[src/rtl/seg_fsm_monitor.sv]
`default_nettype none
// ============================================================================
//  Module   : seg_fsm_monitor
//  Purpose  : Receive-side checker for a 4-state x/y-driven FSM that shows
//             its state on active-low segments {a,b,c,d,e,f,g}. It decodes
//             each step's pattern, checks it against the transition table
//             and the sticky z rule, and counts errors.
//  Revision : 1.0  initial release
// ============================================================================
module seg_fsm_monitor #(
  parameter int SETTLE_CYC  = 4,
  parameter int CNT_W       = 8,
  parameter int SYNC_STAGES = 2
) (
  input  logic             clk,
  input  logic             rst_n,
  input  logic             fsm_clock,
  input  logic             x,
  input  logic             y,
  input  logic [6:0]       seg,
  input  logic             z,
  output logic [1:0]       state_q,
  output logic             state_valid,
  output logic             step_done,
  output logic             mismatch,
  output logic             invalid_pat,
  output logic             err_sticky,
  output logic [CNT_W-1:0] err_count
);

  localparam int         c_in_w        = 11;
  localparam logic [7:0] c_settle_last = 8'(SETTLE_CYC - 1);

  typedef enum logic [1:0] {
    ST_SYNC   = 2'd0,
    ST_IDLE   = 2'd1,
    ST_SETTLE = 2'd2,
    ST_CHECK  = 2'd3
  } state_t;

  state_t            r_state;
  state_t            w_state_nxt;
  logic [c_in_w-1:0] r_sync [SYNC_STAGES];
  logic              r_fclk_d;
  logic [1:0]        r_xy;
  logic [1:0]        r_prev;
  logic              r_seed;
  logic              r_overrun;
  logic              r_exp_z;
  logic [7:0]        r_settle_cnt;

  logic [c_in_w-1:0] w_in;
  logic              w_fclk;
  logic              w_x;
  logic              w_y;
  logic [6:0]        w_seg;
  logic              w_z;
  logic              w_edge;
  logic              w_pat_ok;
  logic [1:0]        w_dec;
  logic [1:0]        w_exp_state;
  logic              w_z_set;
  logic              w_exp_z_upd;
  logic              w_cmp_bad;
  logic              w_done;
  logic              w_mm_pulse;
  logic              w_inv_pulse;
  logic              w_ovr_err;
  logic [1:0]        w_inc;
  logic [CNT_W:0]    w_sum;

  // Bring every FSM-side signal into the clk domain through the same chain
  always_ff @(posedge clk or negedge rst_n) begin
    if (!rst_n) begin
      for (int i = 0; i < SYNC_STAGES; i++) r_sync[i] <= '0;
    end else begin
      r_sync[0] <= {fsm_clock, x, y, seg, z};
      for (int i = 1; i < SYNC_STAGES; i++) r_sync[i] <= r_sync[i-1];
    end
  end

  assign w_in   = r_sync[SYNC_STAGES-1];
  assign w_fclk = w_in[10];
  assign w_x    = w_in[9];
  assign w_y    = w_in[8];
  assign w_seg  = w_in[7:1];
  assign w_z    = w_in[0];
  assign w_edge = w_fclk & ~r_fclk_d;

  // Map the segment pattern back to a state number
  always_comb begin
    w_pat_ok = 1'b1;
    w_dec    = 2'd0;
    case (w_seg)
      7'b0000001: w_dec = 2'd0;
      7'b1001111: w_dec = 2'd1;
      7'b0010010: w_dec = 2'd2;
      7'b0000110: w_dec = 2'd3;
      default:    w_pat_ok = 1'b0;
    endcase
  end

  // Reference transition table and sticky z rule
  always_comb begin
    w_exp_state = 2'd0;
    case ({r_prev, r_xy})
      4'b00_00: w_exp_state = 2'd2;
      4'b00_01: w_exp_state = 2'd0;
      4'b00_10: w_exp_state = 2'd3;
      4'b00_11: w_exp_state = 2'd1;
      4'b01_00: w_exp_state = 2'd1;
      4'b01_01: w_exp_state = 2'd1;
      4'b01_10: w_exp_state = 2'd2;
      4'b01_11: w_exp_state = 2'd3;
      4'b10_00: w_exp_state = 2'd2;
      4'b10_01: w_exp_state = 2'd2;
      4'b10_10: w_exp_state = 2'd0;
      4'b10_11: w_exp_state = 2'd2;
      4'b11_00: w_exp_state = 2'd3;
      4'b11_01: w_exp_state = 2'd2;
      4'b11_10: w_exp_state = 2'd2;
      default:  w_exp_state = 2'd3;
    endcase
    w_z_set     = ((r_prev == 2'd1) && (r_xy == 2'b00)) ||
                  ((r_prev == 2'd3) && ((r_xy == 2'b00) || (r_xy == 2'b11)));
    w_exp_z_upd = r_exp_z | w_z_set;
    w_cmp_bad   = (w_dec != w_exp_state) || (w_z != w_exp_z_upd);
  end

  // Monitor state register
  always_ff @(posedge clk or negedge rst_n) begin
    if (!rst_n) r_state <= ST_SYNC;
    else        r_state <= w_state_nxt;
  end

  // Next state and per-cycle event pulses
  always_comb begin
    w_state_nxt = r_state;
    w_done      = 1'b0;
    w_mm_pulse  = 1'b0;
    w_inv_pulse = 1'b0;
    w_ovr_err   = 1'b0;
    case (r_state)
      ST_SYNC, ST_IDLE: begin
        if (w_edge) w_state_nxt = ST_SETTLE;
      end
      ST_SETTLE: begin
        w_ovr_err = w_edge;
        if (r_settle_cnt == c_settle_last) w_state_nxt = ST_CHECK;
      end
      default: begin
        w_ovr_err = w_edge;
        w_done    = 1'b1;
        if (!w_pat_ok) begin
          w_inv_pulse = 1'b1;
        end else if (!r_seed) begin
          w_mm_pulse = w_cmp_bad;
        end
        // A step that arrived mid-check breaks the step chain: resync
        if (!w_pat_ok || r_overrun || w_edge) w_state_nxt = ST_SYNC;
        else                                 w_state_nxt = ST_IDLE;
      end
    endcase
  end

  assign w_inc = 2'(w_mm_pulse) + 2'(w_inv_pulse) + 2'(w_ovr_err);
  assign w_sum = {1'b0, err_count} + {{(CNT_W-1){1'b0}}, w_inc};

  // Step context, decoded state, expected z and error bookkeeping
  always_ff @(posedge clk or negedge rst_n) begin
    if (!rst_n) begin
      r_fclk_d     <= 1'b0;
      r_xy         <= 2'b00;
      r_prev       <= 2'd0;
      r_seed       <= 1'b0;
      r_overrun    <= 1'b0;
      r_exp_z      <= 1'b0;
      r_settle_cnt <= 8'd0;
      state_q      <= 2'd0;
      state_valid  <= 1'b0;
      step_done    <= 1'b0;
      mismatch     <= 1'b0;
      invalid_pat  <= 1'b0;
      err_sticky   <= 1'b0;
      err_count    <= '0;
    end else begin
      r_fclk_d    <= w_fclk;
      step_done   <= w_done;
      mismatch    <= w_mm_pulse;
      invalid_pat <= w_inv_pulse;

      if (((r_state == ST_SYNC) || (r_state == ST_IDLE)) && w_edge) begin
        r_xy         <= {w_x, w_y};
        r_prev       <= state_q;
        r_seed       <= (r_state == ST_SYNC);
        r_overrun    <= 1'b0;
        r_settle_cnt <= 8'd0;
      end
      if (r_state == ST_SETTLE) r_settle_cnt <= r_settle_cnt + 8'd1;
      if (w_ovr_err) r_overrun <= 1'b1;

      if (r_state == ST_CHECK) begin
        if (!w_pat_ok) begin
          state_valid <= 1'b0;
        end else if (r_seed) begin
          state_q     <= w_dec;
          state_valid <= 1'b1;
          r_exp_z     <= w_z;
        end else begin
          state_q     <= w_dec;
          state_valid <= 1'b1;
          r_exp_z     <= w_cmp_bad ? w_z : w_exp_z_upd;
        end
      end

      if (w_inc != 2'd0) err_sticky <= 1'b1;
      if (w_sum[CNT_W]) err_count <= '1;
      else              err_count <= w_sum[CNT_W-1:0];
    end
  end

endmodule
`default_nettype wire
[config.mk]
export PLATFORM = sky130hd
export DESIGN_NAME = seg_fsm_monitor
export DESIGN_NICKNAME = d
export VERILOG_FILES = /design/src/rtl/seg_fsm_monitor.sv
export SDC_FILE = /design/constraint.sdc
export NUM_CORES = 1
export LEC_CHECK = 0
export ABC_CLOCK_PERIOD_IN_PS = 4200
export CORE_MARGIN = 2
export CORE_UTILIZATION = 54
export CTS_CLUSTER_DIAMETER = 120
export DETAILED_ROUTE_END_ITERATION = 16
export GPL_TIMING_DRIVEN = 0
export PLACE_DENSITY = 0.77
export SYNTH_ARGS = -nofsm -noshare
export SYNTH_HDL_FRONTEND = slang
export SYNTH_SLANG_ARGS = --single-unit
[constraint.sdc]
create_clock -name clk -period 4.2 [get_ports clk]
set_input_delay 0.84 -clock clk [delete_from_list [all_inputs] [get_ports clk]]
set_output_delay 0.84 -clock clk [all_outputs]
set_load 0.01 [all_outputs]
**Yosys cells after proc, flatten, opt, wreduce, memory -nomap -nowiden**

Memories as Yosys holds them, arrays and structs flattened.
Index checks and enable logic that the tools add are counted.

- Add/subtract/negate cells: 4
- Equal/unequal tests: 15
- Muxes and demuxes: 21
- Bitwise gates (word level): 3
- Reductions and logical operators: 20

Operators with widths:

| operator | number |
|---|---|
| $mux 8 | 3 |
| $mux 1 | 14 |
| $add 8x2->9 | 1 |
| $add 8x1->8 const B | 1 |
| $eq 2x2->1 const B | 4 |
| $eq 8x2->1 const B | 1 |
| $eq 7x1->1 const B | 1 |
| $eq 7x3->1 const B | 1 |
| $eq 7x5->1 const B | 1 |
| $eq 7x7->1 const B | 1 |
| $logic_or 1x1->1 | 6 |
| $pmux 2 s3 | 1 |
| $reduce_bool 2->1 | 3 |
| $eq 2x1->1 const B | 2 |
| $logic_not 2->1 | 2 |
| $mux 2 | 2 |
| $ne 2x2->1 const B | 2 |
| $pmux 2 s2 | 1 |
| $reduce_and 2->1 | 2 |
| $reduce_or 4->1 | 1 |
| $logic_and 1x1->1 | 3 |
| $reduce_or 3->1 | 1 |
| $add 1x1->2 | 1 |
| $add 2x1->2 | 1 |
| 7 further kinds | 7 |

- Register bits: 55
- Bits in read-only memories: 32
- Input port bits: 13
- Output and inout port bits: 15
- Logic and storage cells: 81
- Memories kept: 1

Memories:

| name | depth | bits a word | read ports | clocked after memory_dff | write ports | RTL line | text |
|---|---|---|---|---|---|---|---|
| (name not given) | 16 | 2 | 1 | 0 | 0 | 106 | `case ({r_prev, r_xy})` |

**Depth between registers and ports, before layout**

- Depth in word-level cells: 14
- Gate-level depth with buffers: 14
- Depth with buffers taken out: 14

**Worst setup path before layout**

OpenSTA, ideal clock, no wires.

- Path kind: flip-flop to flip-flop
- From: register r_sync (netlist bit w_in[7])
- To: register err_count[3]
- Setup time: 0.132 ns
- Arrival: 3.278 ns
- Required time: 4.068 ns
- Path slack: 0.791 ns
- Stages on the path, launching flop included: 12
- Buffers on the path: 0
- Period minus slack after synthesis: 3.409 ns
- Path through: dfrtp_1 > or3_4 > a2111oi_4 > o21ai_2 > a311o_1 > fa_1 > inv_1 > ha_1 > fa_1 > and3_1 > nand3_1 > o21ai_0

- Word-level cells in the longest chain between the ends: 11
- Elaborated cells on any way between the ends: 18
- Classes of those cells: add/sub: 3; eq/ne: 5; mux: 8; reduce/logical: 2

Ends and longest elaborated chain:

| element | RTL line | text |
|---|---|---|
| start: declaration | 43 | `logic [c_in_w-1:0] r_sync [SYNC_STAGES];` |
| $eq 7x3->1 (tied with other cells) | 94 | `case (w_seg)` |
| $pmux 2 s3 | 94 |  |
| $ne 2x2->1 | 127 | `w_cmp_bad = (w_dec != w_exp_state) \|\| (w_z != w_exp_z_upd);` |
| $logic_or 1x1->1 | 127 |  |
| $mux 1 | 156 | `end else if (!r_seed) begin` |
| $mux 1 | 154 | `if (!w_pat_ok) begin` |
| $mux 1 | 143 | `case (r_state)` |
| $add 1x1->2 (*) | 166 | `assign w_inc = 2'(w_mm_pulse) + 2'(w_inv_pulse) + 2'(w_ovr_err);` |
| $add 2x1->2 (*) | 166 |  |
| $add 8x2->9 (*) | 167 | `assign w_sum = {1'b0, err_count} + {{(CNT_W-1){1'b0}}, w_inc};` |
| $mux 8 (*) | 217 | `if (w_sum[CNT_W]) err_count <= '1;` |
| end signal: assignment | 218 | `else err_count <= w_sum[CNT_W-1:0];` |
| end: declaration | 28 | `output logic [CNT_W-1:0] err_count` |

Mark *: on every way between the ends. The rest lies on a longest branch, timed or not.
A chain may end at the register's enable or synchronous reset.

**Worst setup path in the final report**

Ends and elaborated chain as after synthesis.

==> qor.csv <==
metric,value,unit
cp.arrival,3990,ps
drtAntennaViolNets,0,
synth_cell_type_count,39,
postCtsHoldBufs,0,
vias,1479,
crit_cells,11,
final_cell_area,0.00266,mm^2
cp_slowest_cell,fa_1,
vias_per_cell,5.48,
power_density,552,mW/mm^2
drt_iter0_markers,121,
hold_violations,0,
synth_flop_cell,dfrtp_1,
final-setup-viol-count,0,
cts_resized,0,
first_global_vias,1469,
criticalPathCategory,reg -> reg,
clock_sinks,55,
crit_family,compound AO/OA/AOI/OAI gates,
cts_buffer_depth,2,
r2r_end,err_count[3],
rows,23,
n_fill_cell,286,
endpoint,err_count[3],
clockRootBuffer,clkbuf_8,
cp-end-kind,flop,
fmax,262,MHz
grt_overflow,0,
worst_r2r_path_depth,11,
async_flop_share,1.00,
cts_buffers,5,
slew_headroom,0.394,
yosysSeqAreaShare,0.626,
drv_slew,0,
grt_max_degree,44,
die-area,0.00460,mm^2
yosysTopAreaCellShare,0.626,
cap_viol_max_count,0,
final_common_cell,dfrtp_1,
die_w,67.8,um
syn_avg_cell_area,12.0,um^2
m1WireLength,1820,um
core-area,0.00397,mm^2
postCtsSetupRepairBufs,0,
wl_per_cell,14.7,um
regToRegSetupSlack,380,ps
fin_hold_ws,353,ps
nets,239,
cts_tree,done,
clk_pin_slew,100,ps
synthTopCellsByArea,"dfrtp_1 63%, nand2_1 4.6%, o21ai_0 3.2%",
worstMarginPinSlew,908,ps
crit_required,4370,ps
cp_num_buf_inv,1,
postRouteWirelength,3970,um
path_max_fanout,6,
drive_gt1_frac,0.0909,
wl_met2,1990,um
post_synth_instance_area,0.00220,mm^2
hold_class,reg -> reg,
period_needed,3820,ps
ios,28,
n_antenna_cell,0,
post-route-drc-count,0,
most-common-layout-cells,"55 x dfrtp_1, 27 x nand2_1, 26 x clkdlybuf4s50_1",
yosysTopAreaCell,dfrtp_1,
tns,0,ps
worstReg2RegStart,w_in[7],
hp-start,r_sync[19],
rsz0062_at_grt,no,
post_dp_cell_area,0.00255,mm^2
peakVddDrop,0.396,mV
top_layer,met4,
ys_ff_latch,55,
antenna_found_initial,0,
grt_pass1_wl,6820,um
status,"complete, no violations",
fin_crit_sh,0.908,
yosys_warnings,0,
crit_top_cell,fa_1,
initial_utilization,0.554,
synth_edf_count,0,
h-tree-depth,2,
utilization,0.671,
firstDrtPassIters,4,
dpl.hpwl,2880,um
syn2layout_area_growth,21.1,%
port_buffers,27,
critPathMaxStageDelay,510,ps
wl_met3,122,um
leakagePower,1.20,nW
crit_chain,or3_4 > a2111oi_4 > o21ai_2 > a311o_1 > fa_1 > inv_1 > ha_1 > fa_1 > and3_1 > nand3_1 > o21ai_0,
track_usage,0.203,
synth_nets,204,
start_kind,flop,
routabilityCongestion,0.789,
synth_cells,184,
dieHeight,67.8,um
clock_skew,8.09,ps
cp-startpoint,w_in[7],
clkLatencyLatePin,300,ps
==> cell families (layout without fill, tap and decap cells) <==
kind of cell | after synthesis | after routing | synth area share
DFF | 55 | 55 | 0.626
AOI/OAI and AO/OA | 30 | 30 | 0.0939
buffers and inverters | 9 | 45 | 0.0154
xor gates and xnor gates | 6 | 6 | 0.0239
muxes | 6 | 6 | 0.0296
adders and majority gates | 7 | 7 | 0.0466
and+or+nand+nor | 71 | 71 | 0.165
==> final cells by class <==
| cell class | count | area (um^2) | area share |
|---|---|---|---|
| clock inverter | 3 | 47.5 | 0.0178 |
| timing repair buffer | 28 | 285 | 0.107 |
| multi-input combinational | 120 | 790 | 0.296 |
| buffer | 1 | 3.75 | 0.00141 |
| tap | 50 | 62.6 | 0.0235 |
| inverter | 8 | 30.0 | 0.0113 |
| clock buffer | 5 | 68.8 | 0.0258 |
| sequential | 55 | 1380 | 0.517 |
==> state kept, by name, summed over array words and instances, names as in the netlist, 2 cells and up <==
register      cells
err_count         8
r_prev            2
r_settle_cnt      8
r_state           2
r_sync           11
r_xy              2
state_q           2
w_in             11
==> worst min path at each step <==
| stage | end | depth (start not counted) |
|---|---|---|
| 6_report | w_in[8] | 0 |
| 2_1_floorplan | w_in[0] | 0 |
| 3_3_place_gp | w_in[0] | 0 |
| 3_5_place_dp | w_in[10] | 0 |
| 5_1_grt | w_in[10] | 0 |
| 4_1_cts | w_in[10] | 0 |
==> cell usage after synthesis, types with 2 or more instances <==
library cell	n
nand3b_1	3
nor2_1	7
o31ai_1	2
inv_1	8
a31oi_1	3
nand3_1	8
nand2b_1	5
nor3_1	2
mux2_2	3
xor2_1	5
or2_2	2
ha_1	5
o21ai_0	14
mux2i_1	2
dfrtp_1	55
fa_1	2
nand4_1	3
nor4_1	2
nand2_1	27
and3_1	4
nor3b_1	2
a21oi_1	3
==> power by group <==
part           internal [mW]  switching [mW]
logic                  0.195           0.202
registers              0.627          0.0948
clock network          0.181           0.172
total                   1.00           0.468
==> metal layers <==
layer	up-vias	GRT usage
met3	4	0.0411
met1	735	0.275
met4	0	0.0800
li1	711	-
met5	-	0
met2	29	0.324
==> stage by stage <==
stage / cells / setup slack (ps) / total power, mW
CTS: 270 / 363 / 1.48
global route: 270 / 197 / 1.57
global placement: 261 / 487 / 1.10
floorplan: 184 / 791 / 0.953
detailed placement: 262 / 420 / 1.13
finish: 270 / 385 / 1.47
(Power assumes the default switching activity.)
